**src/rtl/fetch_unit.sv**
```systemverilog
`timescale 1ns/1ps
// -----------------------------------------------------------------------------
// fetch_unit
//
// Instruction fetch stage that sits directly in front of the decoder. It owns
// the program counter and issues one instruction-memory request at a time.
// Each returned 32-bit word is held, together with its PC, and presented to
// decode over a valid/ready handshake. Redirects from branch/jump resolution
// replace the PC. A fetch that is already in flight when a redirect arrives is
// drained, and its response is discarded.
//
// Optional build macro:
//   FETCH_PREDECODE_EN - when defined, a direct jump (opcode insn[31:27] ==
//                        00001 j or 00011 jal) accepted by decode steers the
//                        next fetch to insn[PC_W-1:0] without waiting for an
//                        external redirect. A simultaneous redirect still wins.
//
// Parameters:
//   RESET_PC        - PC value loaded on reset
//   PC_W            - PC / instruction-memory word-address width
//
// Ports:
//   clock           in   sole clock, rising edge
//   reset           in   asynchronous, active-low reset
//   imem_req        out  fetch request strobe (one cycle per request)
//   imem_addr       out  word address of the request (the current PC)
//   imem_valid      in   response strobe, at least one cycle after the request
//   imem_data       in   instruction word, meaningful while imem_valid = 1
//   insn_valid      out  held instruction available to decode
//   insn_ready      in   decode accepts the held instruction
//   insn            out  held instruction word
//   insn_pc         out  word address of insn
//   redirect        in   replace the PC with redirect_target
//   redirect_target in   new PC
// -----------------------------------------------------------------------------
module fetch_unit #(
  parameter int unsigned RESET_PC = 0,
  parameter int          PC_W     = 12
) (
  input  logic            clock,
  input  logic            reset,
  output logic            imem_req,
  output logic [PC_W-1:0] imem_addr,
  input  logic            imem_valid,
  input  logic [31:0]     imem_data,
  output logic            insn_valid,
  input  logic            insn_ready,
  output logic [31:0]     insn,
  output logic [PC_W-1:0] insn_pc,
  input  logic            redirect,
  input  logic [PC_W-1:0] redirect_target
);

  // IDLE  : only reachable from reset
  // FETCH : request strobe is up this cycle
  // WAIT  : request outstanding, its response is wanted
  // HOLD  : instruction presented to decode
  // DRAIN : request outstanding, its response is stale and will be dropped
  typedef enum logic [2:0] {
    IDLE  = 3'd0,
    FETCH = 3'd1,
    WAIT  = 3'd2,
    HOLD  = 3'd3,
    DRAIN = 3'd4
  } state_t;

  state_t          state;
  logic [PC_W-1:0] pc;
  logic [PC_W-1:0] accept_pc;

  // PC arithmetic wraps modulo 2^PC_W.
  function automatic logic [PC_W-1:0] pc_inc(input logic [PC_W-1:0] p);
    return p + PC_W'(1);
  endfunction

`ifdef FETCH_PREDECODE_EN
  function automatic logic is_direct_jump(input logic [4:0] opcode);
    return (opcode == 5'b00001) || (opcode == 5'b00011);
  endfunction

  // pc already points past the held word; a direct jump overrides it.
  assign accept_pc = is_direct_jump(insn[31:27]) ? insn[PC_W-1:0] : pc;
`else
  assign accept_pc = pc;
`endif

  assign imem_req  = (state == FETCH);
  assign imem_addr = pc;

  always_ff @(posedge clock or negedge reset) begin
    if (!reset) begin
      state      <= IDLE;
      pc         <= PC_W'(RESET_PC);
      insn       <= '0;
      insn_pc    <= '0;
      insn_valid <= 1'b0;
    end else begin
      unique case (state)
        IDLE: begin
          if (redirect) begin
            pc         <= redirect_target;
            insn_valid <= 1'b0;
          end
          state <= FETCH;
        end

        FETCH: begin
          // A redirect here leaves the just-issued request outstanding.
          if (redirect) begin
            pc    <= redirect_target;
            state <= DRAIN;
          end else begin
            state <= WAIT;
          end
        end

        WAIT: begin
          if (redirect) begin
            pc <= redirect_target;
            // Response in the same cycle is dropped; otherwise it is still
            // owed to us and must be drained before the next request.
            state <= imem_valid ? FETCH : DRAIN;
          end else if (imem_valid) begin
            insn       <= imem_data;
            insn_pc    <= pc;
            insn_valid <= 1'b1;
            pc         <= pc_inc(pc);
            state      <= HOLD;
          end
        end

        HOLD: begin
          // With redirect and insn_ready together, decode still takes the
          // word; only the next PC comes from the redirect target.
          if (redirect) begin
            pc         <= redirect_target;
            insn_valid <= 1'b0;
            state      <= FETCH;
          end else if (insn_ready) begin
            pc         <= accept_pc;
            insn_valid <= 1'b0;
            state      <= FETCH;
          end
        end

        DRAIN: begin
          if (redirect) begin
            pc <= redirect_target;
          end
          if (imem_valid) begin
            state <= FETCH;
          end
        end

        default: state <= IDLE;
      endcase
    end
  end

endmodule

```
**config.mk**
```make
export PLATFORM = sky130hd
export DESIGN_NAME = fetch_unit
export DESIGN_NICKNAME = d
export VERILOG_FILES = /design/src/rtl/fetch_unit.sv
export SDC_FILE = /design/constraint.sdc
export NUM_CORES = 1
export LEC_CHECK = 0
export BUFFER_PORTS_ARGS = -buffer_cell sky130_fd_sc_hd__buf_4
export CAP_MARGIN = 0
export CORE_MARGIN = 4
export CORE_UTILIZATION = 43
export DETAILED_ROUTE_END_ITERATION = 7
export HOLD_SLACK_MARGIN = 0.03
export PLACE_DENSITY_LB_ADDON = 0.3
export SYNTH_ARGS = -nofsm -noshare
export SYNTH_HDL_FRONTEND = slang
export SYNTH_SLANG_ARGS = --single-unit
```
**constraint.sdc**
```tcl
create_clock -name clock -period 1.9 [get_ports clock]
set_clock_uncertainty 0.2 [all_clocks]
set_input_delay 0.38 -clock clock [delete_from_list [all_inputs] [get_ports clock]]
set_output_delay 0.38 -clock clock [all_outputs]
set_load 0.005 [all_outputs]
```
==> impl_metrics.sql <==
INSERT INTO impl_metrics (metric_group, metric, value, unit) VALUES
('placed_design', 'place_congestion', '0.887', ''),
('status', 'outcome', 'completed', ''),
('power_and_ir_drop', 'cell_internal_pwr', '0.00409', 'W'),
('power_and_ir_drop', 'switching_share', '33.3', '%'),
('final_layout', 'n_antenna_cell', '0', ''),
('final_layout', 'final_net_count', '387', ''),
('power_and_ir_drop', 'sequentialPowerShare', '37.2', '%'),
('synth', 'synthesis.area_per_instance', '12.9', 'um2'),
('final_layout', 'final_common_cell', 'sky130_fd_sc_hd__buf_4', ''),
('timing', 'setup_tns', '0', 'ps'),
('worst_setup_path', 'crit_path_dat', '1820', 'ps'),
('synth', 'yosys_warnings', '0', ''),
('worst_setup_path', 'cp-end-kind', 'flop', ''),
('final_layout', 'post_route_cells_drive_above_1_share', '48.0', '%'),
('cts', 'worst_setup_hold_path_clk_slew', '60', 'ps'),
('cts', 'clock_sinks', '60', ''),
('routing', 'routed_via_density', '5.35', ''),
('synth', 'dominant_cells_by_area_after_synthesis', 'sky130_fd_sc_hd__dfrtp_1 (56%), sky130_fd_sc_hd__mux2_1 (16%), sky130_fd_sc_hd__o22ai_1 (2.6%), sky130_fd_sc_hd__mux2_2 (2.5%), sky130_fd_sc_hd__o2bb2ai_1 (2.3%)', ''),
('power_and_ir_drop', 'power.density', '1550', 'mW/mm2'),
('power_and_ir_drop', 'static-leakage-power', '1.89', 'nW'),
('grt', 'largest_net_degree_at_the_start_of_global_routing', '36', ''),
('grt', 'gr-usage-all-layers', '18.2', '%'),
('run', 'timing.max_cap.violations', '0', ''),
('timing', 'grt_setup_unrepaired', 'false', ''),
('grt', 'grt_remaining_overflow', '0', ''),
('worst_setup_path', 'critical_path_required', '1900', 'ps'),
('cts', 'cts_max_level', '3', ''),
('floorplan', 'design.portCount', '107', ''),
('routing', 'wire_per_inst', '16.1', 'um'),
('routing', 'wl_met1', '2.79', 'mm'),
('synth', 'syn_inst', '209', ''),
('timing', 'finalSetupViolations', '0', ''),
('routing', 'met3_wirelength', '615', 'um'),
('synth', 'synth.largest_area_cell', 'sky130_fd_sc_hd__dfrtp_1', ''),
('min_path', 'whs_path_depth', '2', ''),
('routing', 'first_pass_iters', '5', ''),
('timing', 'hold_viol', '0', ''),
('routing', 'top_layer_used', 'met4', ''),
('synth', 'mappedNetlistArea', '0.00269', 'mm2'),
('synth', 'synth_cell_type_count', '40', ''),
('timing', 'timing.final.crit_share', '95.7', '%'),
('floorplan', 'die-area', '0.00758', 'mm2'),
('cts', 'number_of_buffers_added_by_the_clock_tree_synthesis_step', '9', ''),
('placed_design', 'io_buffer_count', '106', ''),
('timing', 'timing.final.crit_period', '1820', 'ps'),
('worst_setup_path', 'setup.worst_path.class', 'reg2reg', ''),
('worst_setup_path', 'cp_max_fo', '3', ''),
('power_and_ir_drop', 'peakVddDrop', '802', 'uV'),
('routing', 'num_vias', '2229', ''),
('power_and_ir_drop', 'clkPwrFrac', '17.4', '%'),
('floorplan', 'placeableCoreArea', '0.00599', 'mm2'),
('cts', 'tritoncts', 'built', ''),
('timing', 'max_slew_margin', '69.6', '%'),
('cts', 'clock_insertion_delay_worst_skew', '330', 'ps'),
('grt', 'grt_antenna_before_repair', '0', ''),
('synth', 'synth-seq-cells', '60', ''),
('synth', 'synthesis.nets', '259', ''),
('timing', 'count_of_pins_over_their_slew_limit', '0', ''),
('routing', 'post-route-drc-count', '0', ''),
('min_path', 'hold_class', 'in2reg', ''),
('routing', 'drt_wl_total', '6.70', 'mm'),
('timing', 'timing.fmax', '0.550', 'GHz'),
('final_layout', 'layout-area-overhead-vs-synth', '47.2', '%'),
('routing', 'postRouteAntennaNets', '0', ''),
('floorplan', 'initial_utilization', '44.9', '%'),
('worst_setup_path', 'startpoint_type', 'flop', ''),
('cts', 'clock_path_buffers', '2', ''),
('final_layout', 'most_frequent_cells_in_the_layout', 'sky130_fd_sc_hd__buf_4 (124), sky130_fd_sc_hd__dfrtp_1 (56), sky130_fd_sc_hd__mux2_1 (39)', ''),
('grt', 'number_of_global_route_vias_before_repair', '2176', ''),
('power_and_ir_drop', 'total_power', '0.00613', 'W'),
('grt', 'first_pass_grt_wire_length', '10.6', 'mm');
## kinds of logic after synthesis
family | count (synthesis) | share of synthesized area [%]
AO/OA/AOI/OAI | 45 | 11.7
multiplexers | 48 | 20.1
adder cells (fa/ha/maj) | 1 | 0.465
buffers and inverters | 19 | 3.82
flip-flops | 60 | 55.8
AND/OR/NAND/NOR | 36 | 8.10
## layout make-up
class	instances	area (um2)
inverter	7	26.3
fill	495	2030
multi-input combinational	130	1120
tap	75	93.8
clock inverter	3	20.0
timing repair buffer	129	1020
sequential	60	1510
clock buffer	13	169
## power by group through the flow
| stage | Combinational [W] | Clock [W] | Sequential [W] |
|---|---|---|---|
| 2_1_floorplan | 0.00114 | 0 | 0.00236 |
| 3_3_place_gp | 0.00266 | 0 | 0.00229 |
| 3_5_place_dp | 0.00274 | 0 | 0.00231 |
| 4_1_cts | 0.00278 | 0.00110 | 0.00228 |
| 5_1_grt | 0.00303 | 0.00117 | 0.00237 |
| 6_report | 0.00278 | 0.00107 | 0.00228 |
## state kept, by name, summed over array words and instances, names as in the netlist
name and count:
imem_addr 12, insn 32, insn_pc 12, insn_valid 1
state 3
## cells in the mapped netlist, drive strengths merged
| library cell | number |
|---|---|
| dfrtp | 60 |
| mux2 | 45 |
| buf | 12 |
| o22ai | 11 |
| a21oi | 7 |
| inv | 7 |
| nor2 | 7 |
| nor3 | 7 |
| o2bb2ai | 7 |
| a22oi | 6 |
| nand2 | 6 |
| o21ai | 5 |
| mux2i | 3 |
| nand3 | 3 |
| a31oi | 2 |
| nand2b | 2 |
| nand4 | 2 |
| nor4 | 2 |
| nor4b | 2 |
| o32ai | 2 |
| a22o | 1 |
| a2bb2oi | 1 |
| a31o | 1 |
| and3 | 1 |
| and4b | 1 |
| ha | 1 |
| nand3b | 1 |
| o211ai | 1 |
| o31ai | 1 |
| or2 | 1 |
| or4 | 1 |
## worst max-delay path: stages, from the launching register on
cell and delay [ps]:
sky130_fd_sc_hd__dfrtp_2 390, sky130_fd_sc_hd__ha_4 160, sky130_fd_sc_hd__nand3_4 80, sky130_fd_sc_hd__or4_4 520
sky130_fd_sc_hd__o32ai_4 240, sky130_fd_sc_hd__a22oi_2 110
## worst paths after layout
kind | slack [ps] | to | from
min | 50 | state[1] | insn_ready
max | 80 | imem_addr[10] | imem_addr[1]
min in group asynchronous | 370 | insn[31] | reset
max in group asynchronous | 640 | insn[11] | reset
min reg2reg | 290 | insn[27] | insn[27]
max reg2reg | 80 | imem_addr[10] | imem_addr[1]
## per-stage QoR
step                util, %  hold WS [ps]  setup WS [ps]  std cells  area, um2
global route           66.1          31.7           1.22        417       3960
floorplan                 -          -116           33.4        209       2700
detailed placement     62.2           165           33.3        399       3730
global placement       62.2           169           70.5        399       3730
CTS                    65.7          34.2           21.7        417       3930
finish                 66.1          47.8           81.3        417       3960
## layer usage
layer / global-route usage (%) / vias to the layer above
li1: - / 1033
met1: 22.8 / 1091
met2: 28.7 / 94
met3: 6.05 / 11
met4: 7.65 / 0
met5: 0 / -
## repair_timing
action                     4_1_cts  5_1_grt
pin swaps                        0        3
setup endpoints to repair        1        2
cloned                           0        0
setup buffers                    1        0
hold buffers                     1        0
gates resized for setup          1        4
hold endpoints to repair        34        0
Power figures use the tool's default switching activity.
